### src/rtl/imem_arbiter.sv
`default_nettype none
// ============================================================================
//  Module      : imem_arbiter
//  Description : Two-requester (fetch / load) arbiter in front of a shared
//                byte-wide combinational ROM. Each grant reads four
//                consecutive bytes, assembles a big-endian 32-bit word and
//                returns it with a one-cycle valid pulse. Ties are resolved
//                round-robin. Defining IMEM_ARB_FIXED_PRIO_EN switches to
//                fixed priority, where fetch always wins a tie.
//  Revision    : 1.0 - initial release
// ============================================================================
module imem_arbiter #(
   parameter int A_WIDTH = 32,
   parameter int D_WIDTH = 8
) (
   input  logic               clk,
   input  logic               rst_n,
   input  logic               if_req,
   input  logic [A_WIDTH-1:0] if_addr,
   output logic               if_valid,
   output logic [31:0]        if_data,
   input  logic               ld_req,
   input  logic [A_WIDTH-1:0] ld_addr,
   output logic               ld_valid,
   output logic [31:0]        ld_data,
   output logic [A_WIDTH-1:0] mem_addr,
   input  logic [D_WIDTH-1:0] mem_rdata,
   output logic               busy
);

   localparam logic [1:0] S_IDLE = 2'd0;
   localparam logic [1:0] S_READ = 2'd1;
   localparam logic [1:0] S_RESP = 2'd2;

   logic [1:0]         state_q;
   logic [1:0]         state_d;
   logic               sel_ld_d;   // arbitration result this cycle (1 = load)
   logic               sel_ld_q;   // owner of the transaction in flight
   logic [A_WIDTH-1:0] base_q;
   logic [1:0]         cnt_q;
   logic [31:0]        word_q;     // assembly buffer for the word being read
   logic               if_valid_q;
   logic               ld_valid_q;
   logic [31:0]        if_data_q;
   logic [31:0]        ld_data_q;
`ifndef IMEM_ARB_FIXED_PRIO_EN
   logic               last_ld_q;  // 1 = load won the previous transaction
`endif

   // Pick the winner among the current requests.
   always_comb begin
`ifdef IMEM_ARB_FIXED_PRIO_EN
      sel_ld_d = ~if_req;
`else
      if (if_req && ld_req) begin
         sel_ld_d = ~last_ld_q;
      end else begin
         sel_ld_d = ~if_req;
      end
`endif
   end

   // State register.
   always_ff @(posedge clk or negedge rst_n) begin
      if (!rst_n) begin
         state_q <= S_IDLE;
      end else begin
         state_q <= state_d;
      end
   end

   // Next-state logic: four read cycles, then one response cycle.
   always_comb begin
      state_d = state_q;
      case (state_q)
         S_IDLE: begin
            if (if_req || ld_req) begin
               state_d = S_READ;
            end
         end
         S_READ: begin
            if (cnt_q == 2'd3) begin
               state_d = S_RESP;
            end
         end
         S_RESP:  state_d = S_IDLE;
         default: state_d = S_IDLE;
      endcase
   end

   // State-decoded outputs: ROM address only while reading, zero otherwise.
   always_comb begin
      busy     = (state_q != S_IDLE);
      mem_addr = '0;
      if (state_q == S_READ) begin
         mem_addr = base_q + {{(A_WIDTH-2){1'b0}}, cnt_q};
      end
   end

   // Datapath: latch grant, gather bytes, deliver the word on leaving RESP.
   always_ff @(posedge clk or negedge rst_n) begin
      if (!rst_n) begin
         sel_ld_q   <= 1'b0;
         base_q     <= '0;
         cnt_q      <= 2'd0;
         word_q     <= 32'd0;
         if_valid_q <= 1'b0;
         ld_valid_q <= 1'b0;
         if_data_q  <= 32'd0;
         ld_data_q  <= 32'd0;
`ifndef IMEM_ARB_FIXED_PRIO_EN
         last_ld_q  <= 1'b1;
`endif
      end else begin
         if_valid_q <= 1'b0;
         ld_valid_q <= 1'b0;
         case (state_q)
            S_IDLE: begin
               if (if_req || ld_req) begin
                  sel_ld_q <= sel_ld_d;
                  base_q   <= sel_ld_d ? ld_addr : if_addr;
                  cnt_q    <= 2'd0;
               end
            end
            S_READ: begin
               // Lowest address lands in the most significant byte.
               case (cnt_q)
                  2'd0:    word_q[31:24] <= mem_rdata;
                  2'd1:    word_q[23:16] <= mem_rdata;
                  2'd2:    word_q[15:8]  <= mem_rdata;
                  default: word_q[7:0]   <= mem_rdata;
               endcase
               cnt_q <= cnt_q + 2'd1;
            end
            S_RESP: begin
               if (sel_ld_q) begin
                  ld_valid_q <= 1'b1;
                  ld_data_q  <= word_q;
               end else begin
                  if_valid_q <= 1'b1;
                  if_data_q  <= word_q;
               end
`ifndef IMEM_ARB_FIXED_PRIO_EN
               last_ld_q <= sel_ld_q;
`endif
            end
            default: begin
               cnt_q <= 2'd0;
            end
         endcase
      end
   end

   assign if_valid = if_valid_q;
   assign ld_valid = ld_valid_q;
   assign if_data  = if_data_q;
   assign ld_data  = ld_data_q;

endmodule
`default_nettype wire

### config.mk
export PLATFORM = sky130hd
export DESIGN_NAME = imem_arbiter
export DESIGN_NICKNAME = d
export VERILOG_FILES = /design/src/rtl/imem_arbiter.sv
export SDC_FILE = /design/constraint.sdc
export NUM_CORES = 1
export LEC_CHECK = 0
export CAP_MARGIN = 0
export CORE_ASPECT_RATIO = 0.7
export CORE_MARGIN = 2
export CORE_UTILIZATION = 48
export DETAILED_ROUTE_END_ITERATION = 10
export PLACE_DENSITY_LB_ADDON = 0.3
export SYNTH_ARGS = -nofsm -noshare
export SYNTH_HDL_FRONTEND = slang
export SYNTH_SLANG_ARGS = --single-unit
### constraint.sdc
create_clock -name clk -period 3.5 [get_ports clk]
set_input_delay 0.7 -clock clk [delete_from_list [all_inputs] [get_ports clk]]
set_output_delay 0.7 -clock clk [all_outputs]
set_load 0.005 [all_outputs]
==> results.md <==
* Routed wire length at 16.5 mm
* Slew Limit Fails at 0
* Met3 wire len at 849 µm
* Filler cells at 902
* Core area at 12600 µm²
* Placer Congestion at 0.911
* FF-to-FF path depth at 5
* Post-synth EDFFs at 0
* First-pass GRT wire length at 26.4 mm
* Post-synthesis async set-or-reset flop share at 1.00
* Share of cells above drive strength 1 at 0.174
* Met2 WL at 7.77 mm
* Crit path launch: cnt_q[1]$_DFFE_PN0P_
* Max-slew headroom at 0.227
* Max Freq at 0.296 GHz
* Final setup viols at 0
* Sequential share of the synthesized area at 0.543
* Status: complete, no violations
* CP Class: flip-flop to primary output
* Clk buf depth at 2
* R2R Setup Slk at 1.38 ns
* Vias in the first global route at 5112
* Area grow syn2layout at 42.7%
* Reg2reg start: state_q[0]$_DFFE_PN0P_
* Syn avg cell area at 10.7 µm²
* Root Buffer: clkbuf_16
* Chip Width at 141 µm
* WL met1 at 7.67 mm
* Antenna-violating nets left at 0
* CTS tree: built
* Die Ht at 99.6 µm
* 1st-pass router iterations at 4
* Crit end category: primary output
* Time the worst path needs with I/O delays and setup at 3.38 ns
* Worst EP required at 2.80 ns
* Register area at 3410 µm²
* Hold WS at 0.321 ns
* IR drop worst, VDD at 0.488 mV
* Library cells used by synthesis at 40
* Via-to-Cell Ratio at 5.40
* CTS HTree Levels at 4
* Post-Syn Area at 6270 µm²
* Initial core utilization at 0.498
* Largest net degree at the start of global routing at 85
* Hold Path Class: input port to async pin
* Tot GR Track Use at 0.240
* Final worst-path cycle share at 0.966
* Ys flop type: dfrtp_1
* ANT cells at 0
* Floorplan row count at 34
* Post-DP HPWL at 11.5 mm
* DR vias at 5091
* Total grt overflow at 0
* Sum Neg Setup Slack at 0 ns
* Worst r2r dst: ld_data[4]$_DFFE_PN0P_
* Iter 0 DRT Violations at 318
* Arrival time at the worst endpoint at 2.68 ns
* Footprint of the multi-input gates at 2850 µm²
* CTS Buf Count at 17
* Crit path max fanout at 7
* RSZ-0062 raised after global routing: no
* Skew-Pair Late Insertion Delay at 0.41 ns
* Power Density at 935 nW/µm²
* DRC errors left at 0
* Critical path startpoint category: flip-flop
* # IOs at 175
* Register bit total from synthesis at 136
* DR top layer: met4
* Worst-Margin Slew at 1.16 ns
* Setup Skew at 0.00897 ns
* MaxCap Viol Count at 0
* Synth Warn # at 0
* Die footprint at 14000 µm²
* WL/cell at 17.5 µm
* Hold Violations, Final at 0
* Nets at 851
* Cells after Synth at 588
* Leakage at 3.98 nW
* CTS clk-pin slew, worst paths at 0.07 ns
* Antenna violations before repair at 0
* Clk sinks at 136
* I/O Buffers at 174
* Syn_nets at 672
routing by layer:
layer	vias to the layer above	global-route usage
met5	-	0
met4	0	0.0646
met1	2525	0.335
li1	2389	-
met3	19	0.0453
met2	158	0.393
state kept, by name, indices dropped and copies added, names as in the netlist, 2 cells and up:
register  count
base_q       32
ld_data      32
word_q       32
state_q       2
cnt_q         2
if_data      32
kinds of logic (layout without fill, tap and decap cells):
group	Yosys count	in the layout	share of synthesized area
AOI/OAI and AO/OA	62	62	0.0557
xor gates and xnor gates	13	13	0.0182
adders and majority gates	8	8	0.0172
buffers and inverters	36	228	0.0246
DFF	136	136	0.543
muxes	101	101	0.174
and+or+nand+nor	232	232	0.167
synthesized netlist by cell type (7+ instances only):
| cell type | count | area, µm² |
|---|---|---|
| nand4_1 | 7 | 43.8 |
| nand2b_1 | 8 | 50.1 |
| a21oi_1 | 42 | 210 |
| nor4_1 | 7 | 43.8 |
| clkbuf_1 | 22 | 82.6 |
| ha_1 | 7 | 87.6 |
| dfrtp_1 | 135 | 3380 |
| mux2i_1 | 36 | 360 |
| nor2_1 | 50 | 188 |
| nand3_1 | 9 | 45.0 |
| mux2_2 | 65 | 732 |
| nand2_1 | 121 | 454 |
| xor2_1 | 7 | 61.3 |
| inv_1 | 8 | 30.0 |
cell type report:
class,count,area share
inverter,8,0.00336
tap,162,0.0227
multi-input combinational,416,0.319
sequential,136,0.381
timing repair buffer,188,0.207
clock inverter,15,0.0199
clock buffer,17,0.0476
layout by cell type, fill, tap and decap left out, types with 2 or more instances in the layout:
cell type and instances:
a21oi_1 42, and2_1 4, and4_1 3, and4_2 2
buf_4 14, bufinv_16 2, clkbuf_16 17, clkdlybuf4s50_1 167
clkinvlp_4 3, dfrtp_1 134, dlymetal6s2s_1 4, ha_1 6
inv_1 8, inv_6 6, inv_8 3, mux2_2 65
mux2i_1 36, nand2_1 120, nand2b_1 8, nand3_1 8
nand4_1 7, nor2_1 48, nor2_4 2, nor2b_1 2
nor3_1 2, nor4_1 2, nor4_4 4, o21ai_0 5
o22ai_1 2, o31ai_1 6, or3_1 4, or4_1 5
xnor2_1 6, xor2_1 7
repair_timing:
action / in CTS / in global routing
hold buffers: 0 / 0
gates cloned: 0 / 0
resized for setup: 9 / 21
setup buffers: 3 / 1
pin swaps: 2 / 2
setup endpoints to repair: 16 / 16
worst max path at each step:
stage               slack [ns]           end
floorplan                 0.75  mem_addr[22]
global placement          0.27  mem_addr[22]
detailed placement        0.20  mem_addr[22]
CTS                      -0.02  mem_addr[25]
global route             0.006  mem_addr[20]
finish                    0.12  mem_addr[27]
critical path, stage by stage (launching register included):
cell and delay, ns:
dfrtp_2 0.46, ha_1 0.29, a21oi_1 0.07, buf_4 0.15, or2_4 0.30, nor4_2 0.17, mux2_2 0.38, clkdlybuf4s50_1 0.45
through the flow:
step	util	setup WS (ns)	area [µm²]	total power [mW]	instances
floorplan	-	0.749	6270	4.54	588
global placement	0.650	0.266	8190	6.30	906
detailed placement	0.650	0.195	8190	6.48	906
CTS	0.702	-0.0182	8840	8.35	941
global route	0.710	0.00563	8940	8.90	942
finish	0.710	0.118	8940	8.36	942
report_power, final:
| group | internal (mW) | total (mW) | switching, mW |
|---|---|---|---|
| Combinational | 2.05 | 3.53 | 1.49 |
| Clock | 1.08 | 1.82 | 0.739 |
| Sequential | 2.33 | 3.01 | 0.675 |
(Power assumes the default switching activity.)
